File: src/rtl/memory_bus_master_if.sv
// Core-side request/response handshake plus the memory_controller bus, grouped for the bus master.
// The master modport is the initiator's view; slave is the view of the core and memory together.
interface memory_bus_master_if;
    logic        req_valid;
    logic        req_ready;
    logic        req_we;
    logic [15:0] req_addr;
    logic [31:0] req_wdata;

    logic        resp_valid;
    logic        resp_ready;
    logic [31:0] resp_rdata;
    logic        resp_err;
    logic [1:0]  resp_region;

    logic [15:0] mem_address;
    logic [31:0] mem_data_in;
    logic        mem_we;
    logic [31:0] mem_data_out;

    modport master (
        input  req_valid, req_we, req_addr, req_wdata, resp_ready, mem_data_out,
        output req_ready, resp_valid, resp_rdata, resp_err, resp_region,
               mem_address, mem_data_in, mem_we
    );

    modport slave (
        output req_valid, req_we, req_addr, req_wdata, resp_ready, mem_data_out,
        input  req_ready, resp_valid, resp_rdata, resp_err, resp_region,
               mem_address, mem_data_in, mem_we
    );
endinterface

File: src/rtl/memory_bus_master.sv
// Single-outstanding bus master: decode, hold the memory bus ACCESS_CYCLES cycles, respond.
// Response ACCESS_CYCLES+1 edges after accept (1 edge for rejected accesses); held until resp_ready.
module memory_bus_master #(
    parameter int unsigned ACCESS_CYCLES = 2,
    parameter logic [15:0] ROM_LAST      = 16'h001F,
    parameter logic [15:0] IO_LAST       = 16'h003F,
    parameter logic [15:0] RAM_FIRST     = 16'h0800,
    parameter logic [15:0] RAM_LAST      = 16'h0FFF
) (
    input  logic                clock,
    input  logic                reset,
    memory_bus_master_if.master bus
);

    typedef enum logic [1:0] {
        IDLE   = 2'd0,
        ACCESS = 2'd1,
        RESP   = 2'd2
    } state_e;

    localparam logic [1:0] REGION_ROM      = 2'b00;
    localparam logic [1:0] REGION_IO       = 2'b01;
    localparam logic [1:0] REGION_RAM      = 2'b10;
    localparam logic [1:0] REGION_UNMAPPED = 2'b11;
    localparam logic [3:0] CNT_INIT        = 4'(ACCESS_CYCLES - 1);

    function automatic logic [1:0] decode_region(input logic [15:0] addr);
        if (addr <= ROM_LAST)
            return REGION_ROM;
        else if (addr <= IO_LAST)
            return REGION_IO;
        else if ((addr >= RAM_FIRST) && (addr <= RAM_LAST))
            return REGION_RAM;
        else
            return REGION_UNMAPPED;
    endfunction

    state_e      state_q, state_d;
    logic [3:0]  cnt_q, cnt_d;
    logic        launched_q, launched_d;
    logic        we_q, we_d;
    logic [15:0] addr_q, addr_d;
    logic [31:0] wdata_q, wdata_d;

    logic        resp_valid_q, resp_valid_d;
    logic [31:0] resp_rdata_q, resp_rdata_d;
    logic        resp_err_q, resp_err_d;
    logic [1:0]  resp_region_q, resp_region_d;

    logic [15:0] mem_address_q, mem_address_d;
    logic [31:0] mem_data_in_q, mem_data_in_d;
    logic        mem_we_q, mem_we_d;

    logic [1:0]  req_region;
    logic        req_illegal;

    assign req_region  = decode_region(bus.req_addr);
    assign req_illegal = (req_region == REGION_UNMAPPED) ||
                         (bus.req_we && (req_region == REGION_ROM));

    assign bus.req_ready   = (state_q == IDLE) && !reset;
    assign bus.resp_valid  = resp_valid_q;
    assign bus.resp_rdata  = resp_rdata_q;
    assign bus.resp_err    = resp_err_q;
    assign bus.resp_region = resp_region_q;
    assign bus.mem_address = mem_address_q;
    assign bus.mem_data_in = mem_data_in_q;
    assign bus.mem_we      = mem_we_q;

    always_comb begin
        state_d       = state_q;
        cnt_d         = cnt_q;
        launched_d    = launched_q;
        we_d          = we_q;
        addr_d        = addr_q;
        wdata_d       = wdata_q;
        resp_valid_d  = resp_valid_q;
        resp_rdata_d  = resp_rdata_q;
        resp_err_d    = resp_err_q;
        resp_region_d = resp_region_q;
        mem_address_d = mem_address_q;
        mem_data_in_d = mem_data_in_q;
        mem_we_d      = mem_we_q;

        unique case (state_q)
            IDLE: begin
                if (bus.req_valid) begin
                    we_d          = bus.req_we;
                    addr_d        = bus.req_addr;
                    wdata_d       = bus.req_wdata;
                    resp_region_d = req_region;
                    resp_rdata_d  = '0;
                    resp_valid_d  = 1'b0;
                    launched_d    = 1'b0;
                    if (req_illegal) begin
                        resp_err_d = 1'b1;
                        state_d    = RESP;
                    end else begin
                        resp_err_d = 1'b0;
                        cnt_d      = CNT_INIT;
                        state_d    = ACCESS;
                    end
                end
            end

            ACCESS: begin
                // First ACCESS edge launches the bus; the countdown runs on the following edges.
                if (!launched_q) begin
                    launched_d    = 1'b1;
                    mem_address_d = addr_q;
                    mem_data_in_d = we_q ? wdata_q : '0;
                    mem_we_d      = we_q;
                end else if (cnt_q == 4'd0) begin
                    resp_rdata_d  = we_q ? '0 : bus.mem_data_out;
                    resp_err_d    = 1'b0;
                    resp_valid_d  = 1'b1;
                    mem_address_d = '0;
                    mem_data_in_d = '0;
                    mem_we_d      = 1'b0;
                    state_d       = RESP;
                end else begin
                    cnt_d = cnt_q - 4'd1;
                end
            end

            RESP: begin
                // Rejected accesses enter RESP with valid low and raise it on the next edge.
                if (!resp_valid_q) begin
                    resp_valid_d = 1'b1;
                end else if (bus.resp_ready) begin
                    resp_valid_d = 1'b0;
                    state_d      = IDLE;
                end
            end

            default: begin
                state_d = IDLE;
            end
        endcase
    end

    always_ff @(posedge clock) begin
        if (reset) begin
            state_q       <= IDLE;
            cnt_q         <= '0;
            launched_q    <= 1'b0;
            we_q          <= 1'b0;
            addr_q        <= '0;
            wdata_q       <= '0;
            resp_valid_q  <= 1'b0;
            resp_rdata_q  <= '0;
            resp_err_q    <= 1'b0;
            resp_region_q <= '0;
            mem_address_q <= '0;
            mem_data_in_q <= '0;
            mem_we_q      <= 1'b0;
        end else begin
            state_q       <= state_d;
            cnt_q         <= cnt_d;
            launched_q    <= launched_d;
            we_q          <= we_d;
            addr_q        <= addr_d;
            wdata_q       <= wdata_d;
            resp_valid_q  <= resp_valid_d;
            resp_rdata_q  <= resp_rdata_d;
            resp_err_q    <= resp_err_d;
            resp_region_q <= resp_region_d;
            mem_address_q <= mem_address_d;
            mem_data_in_q <= mem_data_in_d;
            mem_we_q      <= mem_we_d;
        end
    end

endmodule

File: src/flat_wrapper.sv
// flat-port wrapper written by rule: the top's interface ports become plain ports
module memory_bus_master_flat 
#(
    parameter int unsigned ACCESS_CYCLES = 2,
    parameter logic [15:0] ROM_LAST      = 16'h001F,
    parameter logic [15:0] IO_LAST       = 16'h003F,
    parameter logic [15:0] RAM_FIRST     = 16'h0800,
    parameter logic [15:0] RAM_LAST      = 16'h0FFF
)
  (clock, reset, bus_req_valid, bus_req_we, bus_req_addr, bus_req_wdata, bus_resp_ready, bus_mem_data_out, bus_req_ready, bus_resp_valid, bus_resp_rdata, bus_resp_err, bus_resp_region, bus_mem_address, bus_mem_data_in, bus_mem_we);
  memory_bus_master_if bus_i ();
  input  logic clock;
  input  logic reset;
  input wire logic [$bits(bus_i.req_valid)-1:0] bus_req_valid;
  input wire logic [$bits(bus_i.req_we)-1:0] bus_req_we;
  input wire logic [$bits(bus_i.req_addr)-1:0] bus_req_addr;
  input wire logic [$bits(bus_i.req_wdata)-1:0] bus_req_wdata;
  input wire logic [$bits(bus_i.resp_ready)-1:0] bus_resp_ready;
  input wire logic [$bits(bus_i.mem_data_out)-1:0] bus_mem_data_out;
  output wire logic [$bits(bus_i.req_ready)-1:0] bus_req_ready;
  output wire logic [$bits(bus_i.resp_valid)-1:0] bus_resp_valid;
  output wire logic [$bits(bus_i.resp_rdata)-1:0] bus_resp_rdata;
  output wire logic [$bits(bus_i.resp_err)-1:0] bus_resp_err;
  output wire logic [$bits(bus_i.resp_region)-1:0] bus_resp_region;
  output wire logic [$bits(bus_i.mem_address)-1:0] bus_mem_address;
  output wire logic [$bits(bus_i.mem_data_in)-1:0] bus_mem_data_in;
  output wire logic [$bits(bus_i.mem_we)-1:0] bus_mem_we;
  assign bus_i.req_valid = bus_req_valid;
  assign bus_i.req_we = bus_req_we;
  assign bus_i.req_addr = bus_req_addr;
  assign bus_i.req_wdata = bus_req_wdata;
  assign bus_i.resp_ready = bus_resp_ready;
  assign bus_i.mem_data_out = bus_mem_data_out;
  assign bus_req_ready = bus_i.req_ready;
  assign bus_resp_valid = bus_i.resp_valid;
  assign bus_resp_rdata = bus_i.resp_rdata;
  assign bus_resp_err = bus_i.resp_err;
  assign bus_resp_region = bus_i.resp_region;
  assign bus_mem_address = bus_i.mem_address;
  assign bus_mem_data_in = bus_i.mem_data_in;
  assign bus_mem_we = bus_i.mem_we;
  memory_bus_master #(.ACCESS_CYCLES(ACCESS_CYCLES), .ROM_LAST(ROM_LAST), .IO_LAST(IO_LAST), .RAM_FIRST(RAM_FIRST), .RAM_LAST(RAM_LAST)) u_core (.clock(clock), .reset(reset), .bus(bus_i));
endmodule
File: config.mk
export PLATFORM = sky130hd
export DESIGN_NAME = memory_bus_master_flat
export DESIGN_NICKNAME = d
export VERILOG_FILES = /design/src/rtl/memory_bus_master_if.sv /design/src/rtl/memory_bus_master.sv /design/src/flat_wrapper.sv
export SDC_FILE = /design/constraint.sdc
export NUM_CORES = 1
export LEC_CHECK = 0
export ABC_CLOCK_PERIOD_IN_PS = 4400
export BUFFER_PORTS_ARGS = -buffer_cell sky130_fd_sc_hd__buf_2
export CORE_AREA = 2 2 105 107
export DETAILED_ROUTE_END_ITERATION = 16
export DIE_AREA = 0 0 107 109
export HOLD_SLACK_MARGIN = 0.1
export PLACE_DENSITY = 0.89
export SETUP_SLACK_MARGIN = 0.1
export SYNTH_ARGS = -nofsm -noshare
export SYNTH_HDL_FRONTEND = slang
export SYNTH_SLANG_ARGS = --single-unit
export TNS_END_PERCENT = 20
File: constraint.sdc
create_clock -name clock -period 4.4 [get_ports clock]
set_input_delay 0 -clock clock [delete_from_list [all_inputs] [get_ports clock]]
set_output_delay 0 -clock clock [all_outputs]
set_load 0.05 [all_outputs]
==> results.ini, run 1 <==
[status]
status = finished, final reports clean

[cells_and_area]
stdcell_count = 989
diodes = 0
final_area_um2 = 7440
final_nets = 927
synthToLayoutAreaGrowth_pct = 44.9
fillers = 762
drive_above_1_share_pct = 25.2
post-route-util_pct = 70.2

[synthesis]
netlist_top_cells_count = 141 x dfxtp_1, 140 x nand2_1, 82 x a21oi_1
synth_top_area_share_pct = 55.0
yosysMostFrequentCell = dfxtp_1
synthArstFlopShare_pct = 0
synth_area_leader_cell = dfxtp_1
synth.avg_cell_area_um2 = 8.46
synth_flop_cell = dfxtp_1
yosysWarnings = 0
synth_edf_count = 0
synth_area_um2 = 5130
postSynthCellCount = 607
ys_ff_latch = 141
ys_seq_area_share_pct = 55.0
synth_cell_types = 36
synth_area_leaders = dfxtp_1 55%, nand2_1 10%, a21oi_1 8.0%
synth_nets = 698

[global_routing]
grt_pass1_vias = 5080
antenna_found_initial = 0
grt_overflow = 0
grt_pass1_wl_um = 23600
grt_util_all_layers_pct = 25.3
grt_max_degree = 102

[routing]
drc = 0
drt_iter0_markers = 579
viasPerCell = 5.29
drt_wl_total_um = 15000
firstDrtPassIters = 5
routedWlPerCell_um = 15.2
vias = 5234
postRouteAntennaNets = 0

[place]
portBuffers = 170
dpl.cell_count = 874
routabilityCongestion = 0.824
dpl_cell_area_um2 = 6020
post-place-ws_ns = 1.94
dpl.hpwl_um = 7930

[timing]
tns_ns = 0
slew_headroom_pct = 14.6
finalHoldViolCount = 0
skew_ns = 0.0135
period_share_pct = 57.9
hold_ws_ns = 0.125
min_period_ns = 2.55
worstMarginPinSlew_ns = 1.28
clock.fmax_mhz = 392
setup_viol = 0
worst_slack_ns = 1.85
slew_viol_final = 0
rsz0062_at_grt = false

[cts]
clk_latency_ns = 0.51
post_cts_buffers = 0
postCtsHoldBufs = 83
cts_root_buffer = clkbuf_8
clock_path_buffers = 2
cts_max_level = 4
cts_resized = 0
cts_inserted_buffers = 17
numClockSinks = 141
clkTransAtPathRegs_ns = 0.06
tritoncts = yes

[floorplanning]
die_x_um = 107
core_area_um2 = 10600
start_util_pct = 48.4
rows = 38
dieHeight_um = 109
ioPinCount = 171
dieArea_um2 = 11700

[power]
power.leakage_nw = 3.20
powerDensity_nw_per_um2 = 415
seqPwrFrac_pct = 43.7
power.total_mw = 3.09
switchingPower_uw = 762
power_frac_clock_pct = 45.7
ir_drop_uv = 268
switching_share_pct = 24.7
p_int_mw = 2.33
p_comb_share_pct = 10.6

[critical_path]
worst-path-buf-inv = 1
regToRegSetupSlack_ns = 1.85
worstPathArrival_ns = 2.97
timing.rr.end = u_core.bus.resp_rdata[1]
critPathKind = reg -> reg
reg2reg_depth = 6
worstPathCellList = inv_1 > ha_1 > mux2_2 > and2_1 > nand3_1 > a21oi_1
cp_data_required_time_ns = 4.82
cp-startpoint = u_core.state_q[0]
critPathTopFamily = simple AND/OR/NAND/NOR gates
crit_path_end_kind = flop
cp_max_fo = 32
worstReg2RegStart = u_core.state_q[0]
slowest_stage = and2_1
cp-start-kind = flop
slowest_delay_ns = 0.90

[min_path]
min_from = reset
hp-class = in -> reg
worst_hold_path.num_cells = 2
worstHoldEndpoint = u_core.bus.mem_address[10]

[run]
maxCapViolCount = 0

-- metal layers --
metal  track usage (%)  part of all wire (%)  up-vias
met5                 0                     0        -
met3              7.29                   7.6       26
met4              7.79                   1.4        0
met2              44.9                    50      257
li1                  -                     -     2513
met1              29.5                    41     2438
-- power by group through the flow --
stage | Clock (mW) | Sequential, mW | Combinational (mW)
after floorplan | 0 | 1.38 | 0.168
after global placement | 0 | 1.37 | 0.259
after detailed placement | 0 | 1.37 | 0.262
after CTS | 1.44 | 1.35 | 0.320
after global routing | 1.50 | 1.35 | 0.357
final | 1.41 | 1.35 | 0.328
-- cell families (layout without fill, tap and decap cells) --
logic type	after synthesis	after routing	share of synthesized area, %
AND/OR/NAND/NOR	257	257	21.2
buffers and inverters	54	296	4.12
adder cells (fa/ha/maj)	6	6	1.46
multiplexers	3	3	0.609
AO/OA/AOI/OAI	146	146	17.7
flip-flops	141	141	55.0
-- registers in the layout, indices dropped and copies added, names as in the netlist --
signal and count:
u_core.wdata_q 32, u_core.bus.resp_rdata 32, u_core.state_q 2, u_core.launched_q 1, u_core.we_q 1, u_core.addr_q 16, u_core.bus.mem_address 16, u_core.cnt_q 4
u_core.bus.mem_we 1, u_core.bus.resp_valid 1, u_core.bus.resp_err 1, u_core.bus.resp_region 2, u_core.bus.mem_data_in 32
-- worst max path at each step --
stage	end	depth (start not counted)
floorplan	u_core.bus.mem_data_in[19]	10
global placement	u_core.bus.mem_data_in[13]	8
detailed placement	u_core.bus.mem_address[7]	8
CTS	u_core.bus.mem_address[7]	8
global route	u_core.bus.mem_data_in[15]	8
finish	u_core.bus.resp_rdata[1]	6
-- layout make-up --
class                           count  area (um2)  area share (%)
Inverter                            6        22.5           0.303
Timing Repair Buffer              258        1720            23.1
Clock inverter                     12         161            2.17
Tap cell                          140         175            2.35
Multi-Input combinational cell    412        2110            28.4
Clock buffer                       20         425            5.72
Sequential cell                   141        2820            37.9
-- placed cells by master, fill, tap and decap left out, types with 2 or more instances in the layout --
cell type      count
buf_2            169
dfxtp_1          141
nand2_1          140
dlygate4sd3_1     83
a21oi_1           82
nor2_1            62
a22oi_1           49
nand3_1           32
clkbuf_16         16
inv_1              6
ha_1               6
buf_4              6
nor2b_1            4
o31ai_1            3
nor3_1             3
clkbuf_1           3
inv_6              3
clkinvlp_4         3
bufinv_16          3
nand4bb_1          2
and2_1             2
or2_2              2
a21boi_0           2
nand2b_1           2
mux2i_1            2
a211oi_1           2
clkinv_4           2
Note: power is estimated with default switching activity, not from simulation.
==> run 2: changes to the inputs <==
--- a/config.mk
+++ b/config.mk
@@ -5,13 +5,13 @@
 export SDC_FILE = /design/constraint.sdc
 export NUM_CORES = 1
 export LEC_CHECK = 0
-export ABC_CLOCK_PERIOD_IN_PS = 4400
+export ABC_CLOCK_PERIOD_IN_PS = 2200
 export BUFFER_PORTS_ARGS = -buffer_cell sky130_fd_sc_hd__buf_2
-export CORE_AREA = 2 2 105 107
+export CORE_AREA = 2 2 110 112
 export DETAILED_ROUTE_END_ITERATION = 16
-export DIE_AREA = 0 0 107 109
+export DIE_AREA = 0 0 112 114
 export HOLD_SLACK_MARGIN = 0.1
-export PLACE_DENSITY = 0.89
+export PLACE_DENSITY = 0.86
 export SETUP_SLACK_MARGIN = 0.1
 export SYNTH_ARGS = -nofsm -noshare
 export SYNTH_HDL_FRONTEND = slang
==> constraint.sdc (replaced) <==
create_clock -name clock -period 2.2 [get_ports clock]
set_input_delay 0 -clock clock [delete_from_list [all_inputs] [get_ports clock]]
set_output_delay 0 -clock clock [all_outputs]
set_load 0.05 [all_outputs]
==> results.ini, run 2 (synthesis gave the netlist of run 1 again) <==
[routing]
routedWlPerCell_um = 15.4
postRouteAntennaNets = 0
drt_wl_total_um = 15500
firstDrtPassIters = 5
drc = 0
viasPerCell = 5.17
drt_iter0_markers = 578
vias = 5205

[timing]
setup_viol = 0
skew_ns = 0.0125
finalHoldViolCount = 0
min_period_ns = 1.97
period_share_pct = 89.4
rsz0062_at_grt = true
slew_viol_final = 0
slew_headroom_pct = 45.3
clock.fmax_mhz = 509
worstMarginPinSlew_ns = 0.821
tns_ns = 0

[cells_and_area]
synthToLayoutAreaGrowth_pct = 48.1
diodes = 0
final_cell_mix = 169 x buf_2, 141 x dfxtp_1, 139 x nand2_1
final_nets = 939
post-route-util_pct = 65.0
fillers = 879
drive_above_1_share_pct = 27.1
layout_commonest_cell = buf_2
stdcell_count = 1007

[global_routing]
grt_pass1_vias = 5116
grt_pass1_wl_um = 24900
antenna_found_initial = 0
grt_util_all_layers_pct = 24.3
grt_overflow = 0
grt_max_degree = 83

[place]
portBuffers = 170
routabilityCongestion = 0.810
dpl.hpwl_um = 8300
dpl.cell_count = 894

[run]
maxCapViolCount = 0

[critical_path]
critPathTopFamily = simple AND/OR/NAND/NOR gates
worstPathCellList = dlygate4sd3_1 > buf_2 > or3_4 > o311a_4 > nor3_4 > or4b_1 > o31ai_1
worstPathArrival_ns = 2.29
cp_data_required_time_ns = 2.52
cp-start-kind = primary input
cp_max_fo = 6
slowest_delay_ns = 0.56
worst-path-buf-inv = 2
critPathKind = in -> reg
crit_path_end_kind = flop
slowest_stage = dlygate4sd3_1

[cts]
clk_latency_ns = 0.42
numClockSinks = 141
cts_root_buffer = clkbuf_16
clock_path_buffers = 2
clkTransAtPathRegs_ns = 0.06
cts_inserted_buffers = 17
tritoncts = yes
cts_max_level = 4

[status]
status = finished, final reports clean

[floorplanning]
die_x_um = 112
rows = 40
ioPinCount = 171
core_area_um2 = 11700
start_util_pct = 43.8
dieArea_um2 = 12800
dieHeight_um = 114

[power]
powerDensity_nw_per_um2 = 842
power.total_mw = 6.40
power.leakage_nw = 3.29
ir_drop_uv = 716

[min_path]
hp-class = in -> reg

## run 2: metrics by stage
step / hold slack [ns] / setup WS, ns / cell area [um2]
after floorplan: 0.136 / 0.235 / 5130
after global placement: 0.241 / 0.280 / 6160
after detailed placement: 0.246 / 0.210 / 6160
after CTS: 0.154 / 0.167 / 7600
after global routing: 0.185 / 0.0944 / 7610
final: 0.165 / 0.234 / 7610
## run 2: worst paths after layout
kind / start / end / slack (ns) / cells past startpoint
worst max-delay path: bus_req_addr[7] / u_core.cnt_q[1] / 0.23 / 7
worst min-delay path: reset / u_core.bus.mem_address[15] / 0.17 / 2
worst max register to register: u_core.state_q[0] / u_core.cnt_q[1] / 0.25 / 7
worst min register to register: u_core.bus.resp_rdata[29] / u_core.bus.resp_rdata[29] / 0.45 / 2
## run 2: timing repair
action                                  CTS  global route
hold buffers                             82             0
hold endpoints to repair                 84             0
endpoints found under the setup margin    0            38
buffers inserted                          0             0
gates resized for setup                   0             3
## run 2: layout make-up
type | count | area [um2] | area share, %
Clock inverter | 12 | 169 | 2.22
Tap cell | 147 | 184 | 2.42
Clock buffer | 19 | 453 | 5.95
Inverter | 6 | 22.5 | 0.296
Sequential cell | 141 | 2820 | 37.1
Timing Repair Buffer | 270 | 1830 | 24.1
Multi-Input combinational cell | 412 | 2120 | 27.9
## run 2: per-layer routing
| metal | share of wire [%] | GRT usage, % | vias to the layer above |
|---|---|---|---|
| li1 | - | - | 2534 |
| met1 | 40 | 26.9 | 2416 |
| met2 | 51 | 43.6 | 224 |
| met3 | 7.0 | 8.13 | 31 |
| met4 | 1.9 | 8.78 | 0 |
| met5 | 0 | 0 | - |
## run 2: where the power goes
| group | switching [mW] | internal, mW |
|---|---|---|
| Combinational | 0.399 | 0.305 |
| Sequential | 0.0527 | 2.65 |
| Clock | 1.06 | 1.94 |
| Total | 1.51 | 4.89 |
